### src/rtl/imem_loader.sv
// Boot loader: assembles a little-endian byte stream into 32-bit imem word writes,
// verifies an 8-bit additive checksum and holds the core in reset until the image is good.
module imem_loader #(
  parameter int unsigned ADDR_W    = 20,
  parameter logic [31:0] BASE_ADDR = 32'h0
) (
  input  logic        clk,
  input  logic        rst,
  input  logic        start,
  input  logic        in_valid,
  input  logic [7:0]  in_data,
  output logic        in_ready,
  output logic        wr_en,
  output logic [31:0] wr_addr,
  output logic [31:0] wr_data,
  output logic        cpu_rst_n,
  output logic        done,
  output logic        err
);

  localparam int unsigned IDX_W = ADDR_W - 1;

  typedef enum logic [2:0] {
    S_HDR,
    S_DATA,
    S_CSUM,
    S_DONE,
    S_ERR
  } state_t;

  state_t             state_q;
  logic [1:0]         byte_cnt_q;
  logic [23:0]        shift_q;
  logic [IDX_W-1:0]   count_q;
  logic [IDX_W-1:0]   word_idx_q;
  logic [7:0]         sum_q;
  logic               in_ready_q;
  logic               wr_en_q;
  logic [31:0]        wr_addr_q;
  logic [31:0]        wr_data_q;
  logic               cpu_rst_n_q;
  logic               done_q;
  logic               err_q;

  logic               accept;
  logic [23:0]        shift_d;
  logic [31:0]        full_word;
  logic [33:0]        bytes_needed;
  logic               oversize;
  logic [7:0]         sum_d;
  logic               last_word;
  logic [31:0]        word_byte_addr;

  // Header and data words share one shift register; the 4th byte completes it in place.
  always_comb begin
    accept         = in_valid && in_ready_q;
    shift_d        = {in_data, shift_q[23:8]};
    full_word      = {in_data, shift_q};
    bytes_needed   = {2'b00, full_word} << 2;
    oversize       = bytes_needed > (34'd1 << ADDR_W);
    sum_d          = sum_q + in_data;
    last_word      = (word_idx_q == count_q - IDX_W'(1));
    word_byte_addr = BASE_ADDR + (32'(word_idx_q) << 2);
  end

  // NOTE: all state is updated with non-blocking assignments so every branch below
  // reads the pre-edge values, independent of statement order.
  always_ff @(posedge clk or negedge rst) begin
    if (!rst) begin
      state_q     <= S_HDR;
      byte_cnt_q  <= '0;
      shift_q     <= '0;
      count_q     <= '0;
      word_idx_q  <= '0;
      sum_q       <= '0;
      in_ready_q  <= 1'b1;
      wr_en_q     <= 1'b0;
      wr_addr_q   <= '0;
      wr_data_q   <= '0;
      cpu_rst_n_q <= 1'b0;
      done_q      <= 1'b0;
      err_q       <= 1'b0;
    end else begin
      wr_en_q <= 1'b0;
      case (state_q)
        S_HDR: begin
          if (accept) begin
            shift_q    <= shift_d;
            byte_cnt_q <= byte_cnt_q + 2'd1;
            if (byte_cnt_q == 2'd3) begin
              count_q <= full_word[IDX_W-1:0];
              if (oversize) begin
                state_q    <= S_ERR;
                err_q      <= 1'b1;
                in_ready_q <= 1'b0;
              end else if (full_word == 32'd0) begin
                state_q <= S_CSUM;
              end else begin
                state_q <= S_DATA;
              end
            end
          end
        end
        S_DATA: begin
          if (accept) begin
            shift_q    <= shift_d;
            sum_q      <= sum_d;
            byte_cnt_q <= byte_cnt_q + 2'd1;
            if (byte_cnt_q == 2'd3) begin
              wr_en_q    <= 1'b1;
              wr_addr_q  <= word_byte_addr;
              wr_data_q  <= full_word;
              word_idx_q <= word_idx_q + IDX_W'(1);
              if (last_word) begin
                state_q <= S_CSUM;
              end
            end
          end
        end
        S_CSUM: begin
          if (accept) begin
            in_ready_q <= 1'b0;
            if (sum_d == 8'h00) begin
              state_q     <= S_DONE;
              done_q      <= 1'b1;
              cpu_rst_n_q <= 1'b1;
            end else begin
              state_q <= S_ERR;
              err_q   <= 1'b1;
            end
          end
        end
        S_DONE, S_ERR: begin
          if (start) begin
            state_q     <= S_HDR;
            byte_cnt_q  <= '0;
            count_q     <= '0;
            word_idx_q  <= '0;
            sum_q       <= '0;
            in_ready_q  <= 1'b1;
            cpu_rst_n_q <= 1'b0;
            done_q      <= 1'b0;
            err_q       <= 1'b0;
          end
        end
        default: state_q <= S_HDR;
      endcase
    end
  end

  assign in_ready  = in_ready_q;
  assign wr_en     = wr_en_q;
  assign wr_addr   = wr_addr_q;
  assign wr_data   = wr_data_q;
  assign cpu_rst_n = cpu_rst_n_q;
  assign done      = done_q;
  assign err       = err_q;

endmodule

### config.mk
export PLATFORM = sky130hd
export DESIGN_NAME = imem_loader
export DESIGN_NICKNAME = d
export VERILOG_FILES = /design/src/rtl/imem_loader.sv
export SDC_FILE = /design/constraint.sdc
export NUM_CORES = 1
export LEC_CHECK = 0
export BUFFER_PORTS_ARGS = -buffer_cell sky130_fd_sc_hd__buf_2
export CORE_MARGIN = 10
export CORE_UTILIZATION = 58
export CTS_CLUSTER_DIAMETER = 60
export CTS_CLUSTER_SIZE = 14
export DETAILED_ROUTE_END_ITERATION = 12
export PLACE_DENSITY = 0.86
export SLEW_MARGIN = 30
export SYNTH_ARGS = -nofsm -noshare
export SYNTH_HDL_FRONTEND = slang
export SYNTH_SLANG_ARGS = --single-unit
### constraint.sdc
create_clock -name clk -period 2.64 [get_ports clk]
set_input_delay 0.264 -clock clk [delete_from_list [all_inputs] [get_ports clk]]
set_output_delay 0.264 -clock clk [all_outputs]
set_load 0.01 [all_outputs]
==> tab_implementation.tex <==
\begin{tabular}{lr}
\hline
Metric & Value \\
\hline
\multicolumn{2}{l}{\textbf{Critical path}} \\
Crit-path leading delay family & simple AND/OR/NAND/NOR gates \\
CP startpoint kind & register \\
Longest individual stage delay on the worst path & 0.37 ns \\
Terminus of the critical flop-to-flop path & err \\
Register-to-Register Path Depth & 11 \\
Setup CP Type & register to register \\
Worst Path Max Fanout & 3 \\
Crit. Startpoint & sum\_q[0] \\
Worst Path Required & 3.08 ns \\
Reg2reg setup slack & 0.13 ns \\
Critical-path cell with the highest stage delay & sky130\_fd\_sc\_hd\_\_dfrtp\_1 \\
Worst reg2reg path startpoint & sum\_q[0] \\
CP Cell Sequence & ha\_1, inv\_1, fa\_2, nand2b\_1, a21oi\_2, buf\_4, and4\_1, a2111oi\_2, and3\_1, or2\_2, o22ai\_1 \\
Critical Path AT & 2.95 ns \\
Critical path endpoint category & register \\
Count of buffer and inverter cells on the critical path & 2 \\
\multicolumn{2}{l}{\textbf{Pwr}} \\
Power density of the placed cells & 603.5 mW/mm2 \\
Pleak & 4.105 nW \\
Peak supply drop & 0.3839 mV \\
\multicolumn{2}{l}{\textbf{Clock network}} \\
Maximum buffer depth of the clock tree & 2 \\
TritonCTS sink count & 130 \\
CTS tree & built \\
Clock transition at the registers of the reported paths & 0.06 ns \\
Cell at the root of the clock tree & sky130\_fd\_sc\_hd\_\_clkbuf\_8 \\
Number of buffers created by CTS & 17 \\
Count of H-tree levels built during CTS & 4 \\
Worst skew pair latency & 0.53 ns \\
\multicolumn{2}{l}{\textbf{Yosys}} \\
Synth Flop Type & sky130\_fd\_sc\_hd\_\_dfrtp\_1 \\
Dominant cell type by area after synthesis & sky130\_fd\_sc\_hd\_\_dfrtp\_1 \\
Synthesis Warnings & 0 \\
Post-Syn Area & 0.006427 mm2 \\
Top cells by area in the synthesized netlist & sky130\_fd\_sc\_hd\_\_dfrtp\_1 (50\%), sky130\_fd\_sc\_hd\_\_nand2\_1 (15\%), sky130\_fd\_sc\_hd\_\_xor2\_1 (3.0\%) \\
Yosys top cell area share & 50.22\% \\
Seq cells post-synth & 130 \\
Number of synthesized flops with an enable pin & 0 \\
Share of the yosys chip area belonging to registers & 50.63\% \\
Synthesized area per cell & 8.989 um2 \\
Async S/R FF share, synth & 100.0\% \\
Count of distinct cell types in the synthesized netlist & 58 \\
Synthesized netlist cell count & 715 \\
\multicolumn{2}{l}{\textbf{Routing}} \\
Mean routed wirelength per cell & 17.84 um \\
Detailed-routing iteration count for the pre-antenna-repair pass & 5 \\
DR DRC count & 0 \\
Starting DRT DRC Count & 473 \\
Total wire length after detailed routing & 16.90 mm \\
Number of vias in the routed layout & 5605 \\
Vias/cell & 5.919 \\
Number of antenna-violating nets in the routed design & 0 \\
\multicolumn{2}{l}{\textbf{Place}} \\
Final weighted congestion in routability-driven placement & 0.8889 \\
Post-DP HPWL & 11.09 mm \\
Port buffer count & 67 \\
Number of cells after detailed placement & 907 \\
Placement-stage cell area & 0.006918 mm2 \\
Dpl ws & -0.03773 ns \\
\multicolumn{2}{l}{\textbf{Layout}} \\
Number of antenna cells inserted & 0 \\
Synthesis-to-finish area growth & 19.45\% \\
Nets & 817 \\
Post-route non-filler standard cell count & 947 \\
Layout Utilization & 70.82\% \\
Total area of sequential cells & 0.003254 mm2 \\
Top library cells by usage in the layout, fill and taps aside & sky130\_fd\_sc\_hd\_\_nand2\_1 (250), sky130\_fd\_sc\_hd\_\_dfrtp\_1 (129), sky130\_fd\_sc\_hd\_\_buf\_2 (66) \\
Fill count & 792 \\
Fraction of layout cells with a size suffix above 1 & 16.98\% \\
Final cell area excluding filler cells & 0.007677 mm2 \\
Combined area of the multi-input logic cells & 0.002989 mm2 \\
Commonest non-fill, non-tap cell in the layout & sky130\_fd\_sc\_hd\_\_nand2\_1 \\
\multicolumn{2}{l}{\textbf{Floorplan}} \\
Number of top-level pins & 81 \\
Width of the chip & 125.3 um \\
Die area & 0.01569 mm2 \\
Initial Utilization & 59.29\% \\
Number of standard-cell rows in the floorplan & 38 \\
Die Span Y & 125.3 um \\
Area of the core & 0.01084 mm2 \\
\multicolumn{2}{l}{\textbf{STA}} \\
Upper clock frequency limit & 398.6 MHz \\
Hold violation count in the final report & 0 \\
Setup ws final & 0.1313 ns \\
Post-layout min period & 2.509 ns \\
Clk\_skew & 0.01616 ns \\
Number of max-slew violations in the final report & 0 \\
Tightest Pin Transition & 0.5871 ns \\
Setup TNS & 0 ns \\
Setup-failing EPs final & 0 \\
Max-slew headroom & 60.53\% \\
Share of the cycle needed by the critical path after routing & 95.03\% \\
Unrepaired setup endpoints after global routing & no \\
\multicolumn{2}{l}{\textbf{Worst hold path}} \\
End point of the worst hold path & shift\_q[23] \\
Hold Path Origin & in\_data[7] \\
Tightest Hold Check Type & primary input to register \\
Cell count of the worst hold path & 3 \\
\multicolumn{2}{l}{\textbf{Job}} \\
Number of maximum-capacitance violations & 0 \\
\multicolumn{2}{l}{\textbf{Global routing}} \\
Global-route usage over all layers & 21.64\% \\
Remaining global-route overflow & 0 \\
Vias in the first global route & 5689 \\
Number of antenna violations at the first check in global routing & 0 \\
Maximum number of pins on one net before global-route repair & 63 \\
Global-route wire length before repair & 28.19 mm \\
\multicolumn{2}{l}{\textbf{Status}} \\
Run status & complete, no violations \\
\hline
\end{tabular}
[logic make-up after synthesis]
kind of cell / share of synthesized area, %
AND/OR/NAND/NOR: 25.97
buffers and inverters: 4.322
flip-flops: 50.63
multiplexers: 0.4672
AO/OA/AOI/OAI: 10.06
XOR/XNOR: 6.229
other: 0.05834
adder cells (fa/ha/maj): 2.258
[registers in the layout, summed over array words and instances (netlist names)]
name and count:
byte_cnt_q 2, count_q 19, done 1, err 1, in_ready 1, shift_q 24
state_q 3, sum_q 8, word_idx_q 19, wr_addr 19, wr_data 32, wr_en 1
[worst min-delay path, stage by stage]
cell	delay (ns)
sky130_fd_sc_hd__buf_2	0.16
sky130_fd_sc_hd__nand2_1	0.07
sky130_fd_sc_hd__nand2_1	0.04
[synth_stat cells, types with 5 or more instances]
library cell and number:
sky130_fd_sc_hd__a21oi_1 12, sky130_fd_sc_hd__a22o_1 19, sky130_fd_sc_hd__a31oi_1 7, sky130_fd_sc_hd__and3_1 6
sky130_fd_sc_hd__buf_4 14, sky130_fd_sc_hd__clkbuf_1 28, sky130_fd_sc_hd__dfrtp_1 129, sky130_fd_sc_hd__ha_1 10
sky130_fd_sc_hd__inv_1 16, sky130_fd_sc_hd__nand2_1 250, sky130_fd_sc_hd__nand2b_1 5, sky130_fd_sc_hd__nand3_1 17
sky130_fd_sc_hd__nor2_1 37, sky130_fd_sc_hd__nor3_1 10, sky130_fd_sc_hd__nor4_1 8, sky130_fd_sc_hd__o21ai_0 23
sky130_fd_sc_hd__xnor2_1 21, sky130_fd_sc_hd__xor2_1 22
[per-stage QoR]
stage / total power [W] / hold slack, ns
after global placement: 0.002119 / 0.2738
after global routing: 0.004760 / 0.04483
after CTS: 0.004649 / 0.01496
final: 0.004633 / 0.03631
after detailed placement: 0.002123 / 0.2820
after floorplan: 0.002071 / -0.03159
[power breakdown]
group	internal [W]	leakage, nW	switching, W
sequential	0.00199	1.80	0
clock	0.00164	0.308	0.000888
combinational	0.0000288	1.99	0.0000783
total	0.00367	4.10	0.000966
[per-layer routing]
layer	vias up	GRT usage, %	share of wire [%]
met5	-	0	0
met4	0	9.892	3.3
met3	53	6.971	8.6
met2	278	35.73	49
met1	2729	25.21	39
li1	2545	-	-
[worst max path at each step]
stage / end / slack (ns) / cells after the start
6_report: err / 0.13 / 11
5_1_grt: err / 0.01 / 9
4_1_cts: state_q[2] / 0.01 / 10
3_5_place_dp: state_q[2] / -0.04 / 11
3_3_place_gp: state_q[2] / 0.08 / 11
2_1_floorplan: err / 0.27 / 10
[what timing repair did]
action / CTS / global route
endpoints found under the setup margin: 5 / 5
gates cloned: 0 / 0
gates resized for setup: 2 / 8
pin swaps: 2 / 2
hold buffers: 7 / 0
hold endpoints to repair: 48 / 0
buffers inserted: 0 / 1
[final cells by class]
class	count	area share [%]
tap	140	2.282
sequential	130	42.39
clock buffer	22	6.160
timing repair buffer	92	7.236
multi-input combinational	537	38.93
clock inverter	10	2.216
inverter	16	0.7823
(Power assumes the default switching activity.)
